### src/rtl/etapa_ejecucion_escritura.sv
// ---------------------------------------------------------------------------
// etapa_ejecucion_escritura
//   Stage directly after the ALU. Each accepted entry has its ARM condition
//   code evaluated against the committed NZCV register. The NZCV register is
//   updated when the entry passes its condition with S set. Every accepted
//   entry, whether it passed or failed, is then queued in a 2-entry in-order
//   FIFO toward register-file writeback.
//
// Ports
//   clk, reset           clock; synchronous active-low reset
//   valido_entrada       ALU side valid
//   listo_entrada        stage can accept (FIFO not full, registered state only)
//   resultado, flags_alu ALU result and {N,Z,C,V}
//   ALUControl           ALU opcode (1000 add, 1001 sub update C/V)
//   condicion, setFlags  ARM cond field and S bit
//   escribirReg          entry writes a destination register
//   regDestino           destination index
//   valido_salida        FIFO head valid
//   listo_salida         writeback accepts head
//   resultado_salida, destino_salida, escribir_salida, ejecutada_salida
//                        head fields, driven from FIFO storage
//   banderas             committed NZCV register
// ---------------------------------------------------------------------------
module etapa_ejecucion_escritura #(
    parameter int N = 32
) (
    input  logic         clk,
    input  logic         reset,
    input  logic         valido_entrada,
    output logic         listo_entrada,
    input  logic [N-1:0] resultado,
    input  logic [3:0]   flags_alu,
    input  logic [3:0]   ALUControl,
    input  logic [3:0]   condicion,
    input  logic         setFlags,
    input  logic         escribirReg,
    input  logic [3:0]   regDestino,
    output logic         valido_salida,
    input  logic         listo_salida,
    output logic [N-1:0] resultado_salida,
    output logic [3:0]   destino_salida,
    output logic         escribir_salida,
    output logic         ejecutada_salida,
    output logic [3:0]   banderas
);

    typedef struct packed {
        logic [N-1:0] res;
        logic [3:0]   dst;
        logic         escr;
        logic         ejec;
    } entrada_t;

    typedef enum logic [3:0] {
        C_EQ = 4'h0, C_NE = 4'h1, C_CS = 4'h2, C_CC = 4'h3,
        C_MI = 4'h4, C_PL = 4'h5, C_VS = 4'h6, C_VC = 4'h7,
        C_HI = 4'h8, C_LS = 4'h9, C_GE = 4'hA, C_LT = 4'hB,
        C_GT = 4'hC, C_LE = 4'hD, C_AL = 4'hE, C_NV = 4'hF
    } cond_t;

    localparam logic [3:0] OP_ADD = 4'b1000;
    localparam logic [3:0] OP_SUB = 4'b1001;

    entrada_t    mem [2];
    logic        wr_ptr, rd_ptr;
    logic [1:0]  count;

    logic        push, pop, pasa, actualiza;
    logic        fn, fz, fc, fv;
    logic [3:0]  banderas_sig;
    entrada_t    nueva;

    assign fn = banderas[3];
    assign fz = banderas[2];
    assign fc = banderas[1];
    assign fv = banderas[0];

    // Condition uses committed flags only; flags_alu of the same cycle never
    // bypasses into this decision.
    always_comb begin
        pasa = 1'b0;
        unique case (cond_t'(condicion))
            C_EQ: pasa = fz;
            C_NE: pasa = !fz;
            C_CS: pasa = fc;
            C_CC: pasa = !fc;
            C_MI: pasa = fn;
            C_PL: pasa = !fn;
            C_VS: pasa = fv;
            C_VC: pasa = !fv;
            C_HI: pasa = fc && !fz;
            C_LS: pasa = !fc || fz;
            C_GE: pasa = (fn == fv);
            C_LT: pasa = (fn != fv);
            C_GT: pasa = !fz && (fn == fv);
            C_LE: pasa = fz || (fn != fv);
            C_AL: pasa = 1'b1;
            C_NV: pasa = 1'b0;
            default: pasa = 1'b0;
        endcase
    end

    assign listo_entrada = (count != 2'd2);
    assign valido_salida = (count != 2'd0);
    assign push          = valido_entrada && listo_entrada;
    assign pop           = valido_salida && listo_salida;
    assign actualiza     = push && pasa && setFlags;

    // N/Z always follow the ALU; C/V only carry meaning for add/sub, so
    // logical ops keep the previous C and V.
    always_comb begin
        banderas_sig = banderas;
        if (actualiza) begin
            banderas_sig[3:2] = flags_alu[3:2];
            if (ALUControl == OP_ADD || ALUControl == OP_SUB)
                banderas_sig[1:0] = flags_alu[1:0];
        end
    end

    always_comb begin
        nueva.res  = resultado;
        nueva.dst  = regDestino;
        nueva.escr = escribirReg && pasa;
        nueva.ejec = pasa;
    end

    always_ff @(posedge clk) begin
        if (!reset) begin
            count    <= 2'd0;
            wr_ptr   <= 1'b0;
            rd_ptr   <= 1'b0;
            banderas <= 4'b0000;
            mem[0]   <= '0;
            mem[1]   <= '0;
        end else begin
            banderas <= banderas_sig;
            if (push) begin
                mem[wr_ptr] <= nueva;
                wr_ptr      <= !wr_ptr;
            end
            if (pop)
                rd_ptr <= !rd_ptr;
            // push at count=2 and pop at count=0 are already masked above
            unique case ({push, pop})
                2'b10:   count <= count + 2'd1;
                2'b01:   count <= count - 2'd1;
                default: count <= count;
            endcase
        end
    end

    assign resultado_salida = mem[rd_ptr].res;
    assign destino_salida   = mem[rd_ptr].dst;
    assign escribir_salida  = mem[rd_ptr].escr;
    assign ejecutada_salida = mem[rd_ptr].ejec;

endmodule

### config.mk
export PLATFORM = sky130hd
export DESIGN_NAME = etapa_ejecucion_escritura
export DESIGN_NICKNAME = d
export VERILOG_FILES = /design/src/rtl/etapa_ejecucion_escritura.sv
export SDC_FILE = /design/constraint.sdc
export NUM_CORES = 1
export LEC_CHECK = 0
export ABC_CLOCK_PERIOD_IN_PS = 4580
export CORE_ASPECT_RATIO = 0.8
export CORE_MARGIN = 3
export CORE_UTILIZATION = 49
export DETAILED_ROUTE_END_ITERATION = 7
export PLACE_DENSITY = 0.81
export SETUP_SLACK_MARGIN = 0.2
export SLEW_MARGIN = 20
export SYNTH_ARGS = -nofsm -noshare
export SYNTH_HDL_FRONTEND = slang
export SYNTH_SLANG_ARGS = --single-unit
export TNS_END_PERCENT = 10
### constraint.sdc
create_clock -name clk -period 4.58 [get_ports clk]
set_input_delay 0.687 -clock clk [delete_from_list [all_inputs] [get_ports clk]]
set_output_delay 0.687 -clock clk [all_outputs]
set_load 0.01 [all_outputs]
### After elaboration in Yosys (flattened, before gate mapping)

Memory sizes are Yosys's and may differ from the RTL's. A register that Yosys moved wholly into a read port is not among the register bits.
Index checks and enable logic that the tools add are counted.

| storage, ports and cells | value |
|---|---|
| bits in registers | 8 |
| latch bits | 0 |
| RAM bits | 76 |
| memory bits (read-only) | 0 |
| input port bits | 54 |
| memories | 1 |

| operators by class | value |
|---|---|
| add/sub/neg operators | 2 |
| $mul | 0 |
| divide/modulo/power cells | 0 |
| $lt $le $gt $ge | 0 |
| equality and inequality tests | 22 |
| shift-type cells | 0 |
| muxes and demuxes | 11 |
| bitwise operators | 0 |
| reduce and logical (&&, ||, !) cells | 21 |

Memory list:

| name | depth | bits a word | rd ports | clocked after Yosys merged registers in | write ports | RTL line | text |
|---|---|---|---|---|---|---|---|
| mem | 2 | 38 | 1 | 1 | 2 | 64 | `entrada_t mem [2];` |

Operator list:

| kind | number |
|---|---|
| $eq A4 B4 Y1 const B | 10 |
| $mux W38 | 1 |
| $reduce_or A38 Y1 | 1 |
| $eq A4 B3 Y1 const B | 4 |
| $pmux W1 S16 | 1 |
| $eq A4 B2 Y1 const B | 2 |
| $mux W1 | 8 |
| $logic_and A1 B1 Y1 | 7 |
| $logic_not A1 Y1 | 6 |
| $eq A4 B1 Y1 const B | 1 |
| $logic_not A4 Y1 | 1 |
| $pmux W2 S2 | 1 |
| $reduce_bool A2 Y1 | 2 |
| $logic_or A1 B1 Y1 | 3 |
| $add A2 B1 Y2 const B | 1 |
| $eq A2 B1 Y1 const B | 1 |
| $eq A2 B2 Y1 const B | 1 |
| $ne A2 B2 Y1 const B | 1 |
| $reduce_and A2 Y1 | 1 |
| $sub A2 B1 Y2 const B | 1 |
| $eq A1 B1 Y1 | 1 |
| $ne A1 B1 Y1 | 1 |

### Longest topological paths before layout

Gate-level depths: netlist of run 1.

| logic depth | value |
|---|---|
| depth after elaboration | 7 |
| gate-level depth with buffers | 7 |
| gate-level depth less buffers | 7 |

### Worst setup path after synthesis of run 1

No wires, ideal clock.

| timing path | value |
|---|---|
| kind | input -> register |
| from | input port valido_entrada |
| to | memory mem[0][0] (netlist bit) (enable) |
| setup time | 0.486 ns |
| arrival | 3.628 ns |
| path slack | 0.467 ns |
| stages on the path | 3 |
| buffers on the path | 0 |
| cell sequence | and2_1 inv_1 o21ai_0 |

RTL lines:

| what | RTL line | text |
|---|---|---|
| from (decl) | 29 | `input logic valido_entrada,` |
| to (decl) | 64 |  |

==> summary.md, run 1 <==
| Metric | Value |
|---|---|
| CTS tree | `built` |
| Cell area after synthesis | `3890 sq um` |
| Routability congestion estimate | `0.736` |
| Total CTS buffers | `9` |
| Worst hold path type | `reg -> reg` |
| Initial antenna violation count | `0` |
| Top post-synthesis cells by count | `78 x and2_1, 76 x edfxtp_1, 38 x mux2_2, 10 x clkbuf_1, 9 x dfxtp_1` |
| Switching pwr | `627 uW` |
| Chip height | `85.7 um` |
| CP startpoint kind | `flop` |
| Placed Cells incl. Taps | `465` |
| Vias in the first global route | `2,492` |
| Comb pwr share | `30.9%` |
| Power Density | `458 nW/um^2` |
| CTS max path bufs | `2` |
| Slowest CP cell | `dfxtp_2` |
| Antenna viol nets, final | `0` |
| Post-CTS setup buffers | `0` |
| Avg Vias per Cell | `4.96` |
| Hold path startpoint | `count[1]$_SDFFE_PN0P_` |
| Status | `complete, no violations` |
| Pin count of the biggest net entering global routing | `39` |
| Remaining DRCs | `0` |
| Total routed wirelength | `7.44 mm` |
| Dpl hpwl | `5.01 mm` |
| Final min period | `2910 ps` |
| Setup TNS | `0 ps` |
| CP max stage delay | `960 ps` |
| Wire per inst | `15.5 um` |
| Top Ports | `98` |
| FMAX | `343 MHz` |
| First-pass GRT wire length | `12.0 mm` |
| Setup Skew | `10.1 ps` |
| Setup slack, reg-to-reg | `2480 ps` |
| Count leader, synth | `and2_1` |
| Area Growth Syn to Fin | `33.4%` |
| Pins over their slew limit | `0` |
| Max FO, Critical Path | `38` |
| Post-synth top flop | `edfxtp_1` |
| Total track usage | `17.0%` |
| Setup-failing EPs final | `0` |
| Crit. End Element | `output pin` |
| Starting DRT DRC Count | `128` |
| Sw frac | `26.4%` |
| Post-Layout Cell Count | `481` |
| RR Endpoint | `mem[0][1]$_SDFFCE_PN0P_` |
| Core Area | `7570 sq um` |
| DR pass1 iterations | `4` |
| Final Power | `2380 uW` |
| FFs w/ async S/R, synth | `0%` |
| Post-Syn Nets | `330` |
| Mapped Cells | `275` |
| Die span in x | `106 um` |
| FF/Latch Area | `2460 sq um` |
| Syn_area_per_cell | `14.2 sq um` |
| Clk sinks | `85` |
| Worst-path clk slew | `80 ps` |
| Synth top area share | `58.6%` |
| EDFF count, synth | `76` |
| CTS Hold Bufs | `0` |
| Clock group share of total power | `23.7%` |
| Leak pwr | `0.00193 uW` |
| Clk_lat worst skew | `350 ps` |
| Antenna cells | `0` |
| # fillers | `567` |
| Share of cells above drive strength 1 | `18.4%` |
| Post-synth cell types | `37` |
| Area of the multi-input gates | `1380 sq um` |
| Post-synthesis register bit count | `85` |
| Worst slew margin | `36.9%` |
| Sequential fraction of the synthesis area | `63.3%` |
| Crit path DAT | `2230 ps` |
| Max-cap viol count | `0` |
| Die ar. | `9060 sq um` |
| VDD IR max | `337 uV` |
| Post-layout util | `68.6%` |
| Post-CTS Resized | `0` |
| Initial Utilization | `51.4%` |
| FP Rows | `28` |
| Top cells by area, synth | `edfxtp_1 59%, and2_1 13%, mux2_2 11%` |
| Hold-critical path depth | `2` |
| Final number of hold-violating endpoints | `0` |
| Clock root buffer | `clkbuf_8` |
| Unrepaired setup endpoints after global routing | `false` |
| Pint | `1750 uW` |
| Period Utilization, post-route | `63.6%` |
| Routed via count | `2,387` |
| H-tree levels | `3` |
| Hold slack | `520 ps` |
| Flop pwr share | `45.4%` |
| # nets final | `426` |
| R2R depth | `5` |
| R2r startpoint | `count[0]$_SDFFE_PN0P_` |
| Yosys top cell by area | `edfxtp_1` |
| Port bufs | `96` |
| Hold worst-path end | `count[1]$_SDFFE_PN0P_` |
| Worst slew pin tran | `944 ps` |
| Critical-path cell list | `mux2_2 > clkdlybuf4s50_1` |
| Synth warnings | `0` |
| CP required | `3890 ps` |
| Crit Path Category | `reg -> out` |
| Grt ovf | `0` |
## power by group through the flow
stage               Combinational, uW  Clock [uW]  Sequential, uW
floorplan                         419           0            1040
global placement                  729           0            1090
detailed placement                739           0            1100
CTS                               745         578            1080
global route                      790         604            1100
finish                            733         564            1080
## per-layer routing
metal / GRT usage, % / part of all wire [%]
met1: 21.6 / 44
met5: 0 / 0
met2: 29.0 / 50
met4: 4.94 / 0.27
met3: 4.44 / 6.3
## area by class of cell
type	count	area share, %
Clock buffer	11	2.53
Clock inverter	5	1.64
Inverter	2	0.145
Multi-Input combinational cell	174	26.6
Sequential cell	85	47.5
Tap cell	105	2.53
Timing Repair Buffer	99	19.1
## how the worst max path moves through the flow
stage                                    endpoint  slack (ps)  depth (start not counted)
after global routing            destino_salida[3]        1560                          2
after CTS                    resultado_salida[20]        1620                          2
after floorplan           mem[0][0]$_SDFFCE_PN0P_         470                          3
after global placement    mem[1][1]$_SDFFCE_PN0P_        1590                          7
after detailed placement  mem[1][1]$_SDFFCE_PN0P_        1530                          7
final                           destino_salida[3]        1670                          2
## flip-flops by register name (all words and copies together), names as in the netlist, named ones only
signal,flops
count,2
banderas,4
wr_ptr,1
rd_ptr,1
mem,76
## critical path, delay by kind of cell (launching register included)
| kind | cells | cell delay, ps |
|---|---|---|
| buf+inv | 1 | 510 |
| flops | 1 | 960 |
| mux | 1 | 420 |
## stage by stage
step	instance area (sq um)	setup slack (ps)
3_5_place_dp	4970	1530
4_1_cts	5190	1620
5_1_grt	5190	1560
2_1_floorplan	3890	467
3_3_place_gp	4960	1590
6_report	5190	1670
## cells in the final DEF (no fill, tap or decap), drive strengths merged, types with 2 or more instances in the layout
| master | n |
|---|---|
| and2 | 78 |
| mux2 | 38 |
| clkbuf | 11 |
| nor3 | 3 |
| a21oi | 2 |
| nand2 | 9 |
| inv | 2 |
| o21ai | 3 |
| nor2 | 3 |
| nor3b | 2 |
| edfxtp | 76 |
| mux2i | 6 |
| nor2b | 6 |
| clkdlybuf4s50 | 96 |
| nand3 | 3 |
| clkinv | 2 |
| buf | 3 |
| and3b | 2 |
| bufinv | 2 |
| xnor2 | 6 |
| dfxtp | 9 |
## cell families after synthesis
family / after synthesis / synth area share, %
DFF: 85 / 63.3
xor gates and xnor gates: 6 / 1.35
AOI/OAI and AO/OA: 10 / 2.22
and+or+nand+nor: 113 / 18.3
adders and majority gates: 1 / 0.321
buffers and inverters: 16 / 1.67
muxes: 44 / 12.9
Note: power is estimated with default switching activity, not from simulation.
==> run 2: changes to the inputs <==
- ABC_CLOCK_PERIOD_IN_PS: 4580 -> 3000
- clock period: 4.58 -> 3 ns (I/O delays scaled with it)
==> summary.md, run 2 (synthesis results as in run 1) <==
| Metric | Value |
|---|---|
| Status | `complete, no violations` |
| Max reg flops | `76` |
| Pins over their slew limit | `0` |
| First-pass GRT wire length | `12.4 mm` |
| Cell family with most CP delay | `buffers and inverters` |
| Unrepaired setup endpoints after global routing | `false` |
| H-tree levels | `3` |
| # nets final | `431` |
| DR pass1 iterations | `4` |
| Worst hold path type | `reg -> reg` |
| Post-Layout Cell Count | `486` |
| Pin count of the biggest net entering global routing | `37` |
| CP startpoint kind | `flop` |
| # fillers | `568` |
| Setup-failing EPs final | `0` |
| Avg Vias per Cell | `5.01` |
| Remaining DRCs | `0` |
| Dpl hpwl | `5.13 mm` |
| Area of the multi-input gates | `1380 sq um` |
| Clk sinks | `85` |
| RR Endpoint | `mem[1][1]$_SDFFCE_PN0P_` |
| Power Density | `676 nW/um^2` |
| Leak pwr | `0.00194 uW` |
| Die span in x | `106 um` |
| FMAX | `401 MHz` |
| Biggest regs | `mem (76), banderas (4), count (2)` |
| Comb pwr share | `34.3%` |
| Most frequent cells in the layout | `96 x clkdlybuf4s50_1, 78 x and2_1, 76 x edfxtp_1, 38 x mux2_2, 9 x clkbuf_8` |
| Core Area | `7570 sq um` |
| Worst slew pin tran | `615 ps` |
| Critical-path cell list | `buf_12 > mux2_2 > clkdlybuf4s50_1` |
| Routability congestion estimate | `0.732` |
| Final number of hold-violating endpoints | `0` |
| Crit. End Element | `output pin` |
| Worst slew margin | `59.0%` |
| Total CTS buffers | `9` |
| Post-CTS setup buffers | `0` |
| Grt ovf | `0` |
| Switching pwr | `988 uW` |
| Antenna viol nets, final | `0` |
| Most common cell after layout, fill and taps aside | `clkdlybuf4s50_1` |
| Max FO, Critical Path | `24` |
| Setup slack, reg-to-reg | `990 ps` |
| Pint | `2530 uW` |
| Chip height | `85.7 um` |
| Initial antenna violation count | `0` |
| Total routed wirelength | `7.51 mm` |
| FF/Latch Area | `2460 sq um` |
| CP required | `2550 ps` |
| Crit Path Category | `reg -> out` |
| Wire per inst | `15.5 um` |
| Clk_lat worst skew | `350 ps` |
| Sw frac | `28.1%` |
| Starting DRT DRC Count | `91` |
| Top Ports | `98` |
| Buf/Inv on CP | `2` |
| FP Rows | `28` |
| R2R depth | `6` |
| Flop pwr share | `45.4%` |
| Most flop-heavy register | `mem` |
| Crit path DAT | `2040 ps` |
| Area Growth Syn to Fin | `33.7%` |
| Worst path depth | `3` |
| Post-layout util | `68.8%` |
| Total track usage | `17.6%` |
| CP max stage delay | `590 ps` |
| Post-CTS Resized | `0` |
| Initial Utilization | `51.4%` |
| Period Utilization, post-route | `83.1%` |
| CTS max path bufs | `2` |
| Routed via count | `2,436` |
| Clock group share of total power | `20.3%` |
| Final min period | `2490 ps` |
| Setup Skew | `12.4 ps` |
| Max-cap viol count | `0` |
| R2r startpoint | `banderas[0]$_SDFFE_PN0P_` |
| CTS Hold Bufs | `0` |
| Port bufs | `96` |
| Slowest CP cell | `dfxtp_2` |
| VDD IR max | `469 uV` |
| CTS tree | `built` |
| Vias in the first global route | `2,531` |
| Antenna cells | `0` |
| Clock root buffer | `clkbuf_8` |
| Worst-path clk slew | `80 ps` |
| Setup TNS | `0 ps` |
| Placed Cells incl. Taps | `470` |
| Share of cells above drive strength 1 | `19.7%` |
| CP endpoint | `resultado_salida[0]` |
| Die ar. | `9060 sq um` |
run 2: worst min-delay path by stage:
stage | cells past startpoint | slack [ps] | endpoint | start
final | 2 | 520 | banderas[0]$_SDFFE_PN0P_ | banderas[0]$_SDFFE_PN0P_
after global routing | 2 | 550 | count[1]$_SDFFE_PN0P_ | count[1]$_SDFFE_PN0P_
after CTS | 2 | 530 | banderas[0]$_SDFFE_PN0P_ | banderas[0]$_SDFFE_PN0P_
after detailed placement | 2 | 510 | banderas[0]$_SDFFE_PN0P_ | banderas[0]$_SDFFE_PN0P_
after global placement | 2 | 490 | count[1]$_SDFFE_PN0P_ | count[1]$_SDFFE_PN0P_
after floorplan | 2 | 470 | count[1]$_SDFFE_PN0P_ | count[1]$_SDFFE_PN0P_
run 2: worst min-delay path, delay by kind of cell (launching register included):
kind | cells | cell delay [ps]
flip-flops | 1 | 350
multiplexers | 1 | 50
AND/OR/NAND/NOR | 1 | 70
run 2: metrics by stage:
stage	power [uW]	area, sq um	hold slack [ps]	worst slack, ps
floorplan	2220	3900	473	734
global placement	2820	5030	488	395
detailed placement	2840	5030	511	348
CTS	3560	5200	525	444
global route	3700	5200	553	379
finish	3520	5200	517	506
run 2: power groups by stage:
stage / Sequential [uW] / Clock, uW / Combinational (uW)
after CTS: 1600 / 732 / 1230
final: 1600 / 715 / 1210
after global placement: 1620 / 0 / 1200
after global routing: 1620 / 777 / 1300
after floorplan: 1580 / 0 / 641
after detailed placement: 1630 / 0 / 1210
run 2: routing by layer:
metal / global-route usage, % / share of wire [%]
met4: 4.59 / 0.81
met2: 30.4 / 50
met5: 0 / 0
met3: 5.42 / 6.6
met1: 21.8 / 43
run 2: final cells by class:
class | count | area share, %
Multi-Input combinational cell | 174 | 26.6
Clock buffer | 10 | 2.45
Sequential cell | 85 | 47.3
Timing Repair Buffer | 104 | 20.1
Clock inverter | 6 | 0.866
Inverter | 2 | 0.144
Tap cell | 105 | 2.52
==> run 3: changes to the inputs <==
- ABC_CLOCK_PERIOD_IN_PS: 3000 -> 2200
- CORE_UTILIZATION: 49 -> 44
- PLACE_DENSITY: 0.81 -> 0.77
- clock period: 3 -> 2.2 ns (I/O delays scaled with it)
==> summary.md, run 3 (synthesis results as in run 1) <==
| Metric | Value |
|---|---|
| Status | `complete, no violations` |
| Post-Layout Inst Area | `5410 sq um` |
| Setup WS post-layout | `108 ps` |
| Pin count of the biggest net entering global routing | `29` |
| Worst-path clk slew | `90 ps` |
| DR pass1 iterations | `4` |
| Highest routed layer | `met4` |
| Clk sinks | `85` |
| Biggest regs | `mem (76), banderas (4), count (2)` |
| Crit. End Element | `output pin` |
| Starting DRT DRC Count | `89` |
| Post-layout util | `63.2%` |
| First-pass GRT wire length | `12.6 mm` |
| VDD IR max | `644 uV` |
| Dpl cell area | `5160 sq um` |
| Max-cap viol count | `0` |
| Total routed wirelength | `7.55 mm` |
| Worst hold path type | `reg -> reg` |
| Clk_lat worst skew | `350 ps` |
| CP startpoint kind | `flop` |
| R2R depth | `7` |
| Max reg flops | `76` |
| Power Density | `945 nW/um^2` |
| Leak pwr | `0.00204 uW` |
| Initial antenna violation count | `0` |
| CTS Hold Bufs | `0` |
| Initial Utilization | `45.5%` |
| Met1 Routed Length | `3.38 mm` |
| CTS max path bufs | `2` |
| Dpl hpwl | `5.28 mm` |
| R2r startpoint | `banderas[3]$_SDFFE_PN0P_` |
| Worst slew pin tran | `411 ps` |
| Final number of hold-violating endpoints | `0` |
| # nets final | `442` |
| Total CTS buffers | `9` |
| Max FO, Critical Path | `23` |
| Clock root buffer | `clkbuf_8` |
| Routability congestion estimate | `0.722` |
| Worst slew margin | `72.4%` |
| Crit Path Category | `reg -> out` |
| Antenna cells | `0` |
| Chip height | `90.1 um` |
| Die span in x | `111 um` |
| Routed via count | `2,441` |
| Core Area | `8560 sq um` |
| CP required | `1870 ps` |
| Top Ports | `98` |
| Share of cells above drive strength 1 | `22.2%` |
| Setup Skew | `6.39 ps` |
| Most flop-heavy register | `mem` |
| Avg Vias per Cell | `4.84` |
| # fillers | `668` |
| FF/Latch Area | `2460 sq um` |
| FMAX | `478 MHz` |
| Area of the multi-input gates | `1380 sq um` |
| Period Utilization, post-route | `95.1%` |
| Setup slack, reg-to-reg | `300 ps` |
| Setup-failing EPs final | `0` |
| Met2 WL | `3.68 mm` |
| Remaining DRCs | `0` |
| CP endpoint | `destino_salida[1]` |
| Unrepaired setup endpoints after global routing | `true` |
| Die ar. | `10,000 sq um` |
| Crit path DAT | `1760 ps` |
| Wire per inst | `15.0 um` |
| Grt ovf | `0` |
| FP Rows | `30` |
| Area Growth Syn to Fin | `38.9%` |
| Vias in the first global route | `2,609` |
| Most frequent cells in the layout | `95 x clkdlybuf4s50_1, 78 x and2_1, 76 x edfxtp_1, 38 x mux2_2, 12 x buf_4` |
| Antenna viol nets, final | `0` |
| Most common cell after layout, fill and taps aside | `clkdlybuf4s50_1` |
| RR Endpoint | `banderas[3]$_SDFFE_PN0P_` |
| H-tree levels | `3` |
| Total track usage | `15.8%` |
| Pins over their slew limit | `0` |
| WL met3 | `436 um` |
| Port bufs | `96` |
| CTS tree | `built` |
| Final min period | `2090 ps` |
| Hold-critical path depth | `2` |
| Post-place setup slack | `-190 ps` |
## run 3: what timing repair did
item / CTS / global route
endpoints found under the setup margin: 40 / 44
resized for setup: 6 / 0
buffers inserted: 0 / 0
hold endpoints to repair: 0 / 0
## run 3: layout make-up
class | count | share of cell area, %
clock buffer | 9 | 2.29
inverter | 2 | 0.139
timing repair buffer | 115 | 21.9
sequential | 85 | 45.6
tap | 112 | 2.59
clock inverter | 7 | 1.92
multi-input combinational | 174 | 25.6
## run 3: worst max-delay path: stages (launching register included)
cell and delay, ps:
dfxtp_2 380, buf_12 180, mux2_2 350, clkdlybuf4s50_1 490
## run 3: worst min-delay path by stage
stage | startpoint | to | slack (ps)
after floorplan | flags_alu[0] | banderas[0]$_SDFFE_PN0P_ | 470
after global placement | count[1]$_SDFFE_PN0P_ | count[1]$_SDFFE_PN0P_ | 500
after detailed placement | count[1]$_SDFFE_PN0P_ | count[1]$_SDFFE_PN0P_ | 510
after CTS | flags_alu[1] | banderas[1]$_SDFFE_PN0P_ | 510
after global routing | flags_alu[1] | banderas[1]$_SDFFE_PN0P_ | 540
final | count[1]$_SDFFE_PN0P_ | count[1]$_SDFFE_PN0P_ | 530
## run 3: where the power goes
group	switching, uW	internal [uW]
clock network	577	655
registers	87.9	2050
logic	706	1030
total	1370	3740
## run 3: routing by layer
| layer | global-route usage (%) | vias up |
|---|---|---|
| li1 | - | 1206 |
| met1 | 20.3 | 1152 |
| met2 | 26.4 | 75 |
| met3 | 4.91 | 8 |
| met4 | 3.65 | 0 |
| met5 | 0 | - |
## run 3: per-stage QoR
stage	power [uW]	hold WS [ps]	TNS [ps]	std cells
after floorplan	3030	472	0	275
after global placement	3880	496	-864	488
after detailed placement	3910	508	-1050	488
after CTS	5180	510	0	504
after global routing	5370	535	0	504
final	5110	528	0	504
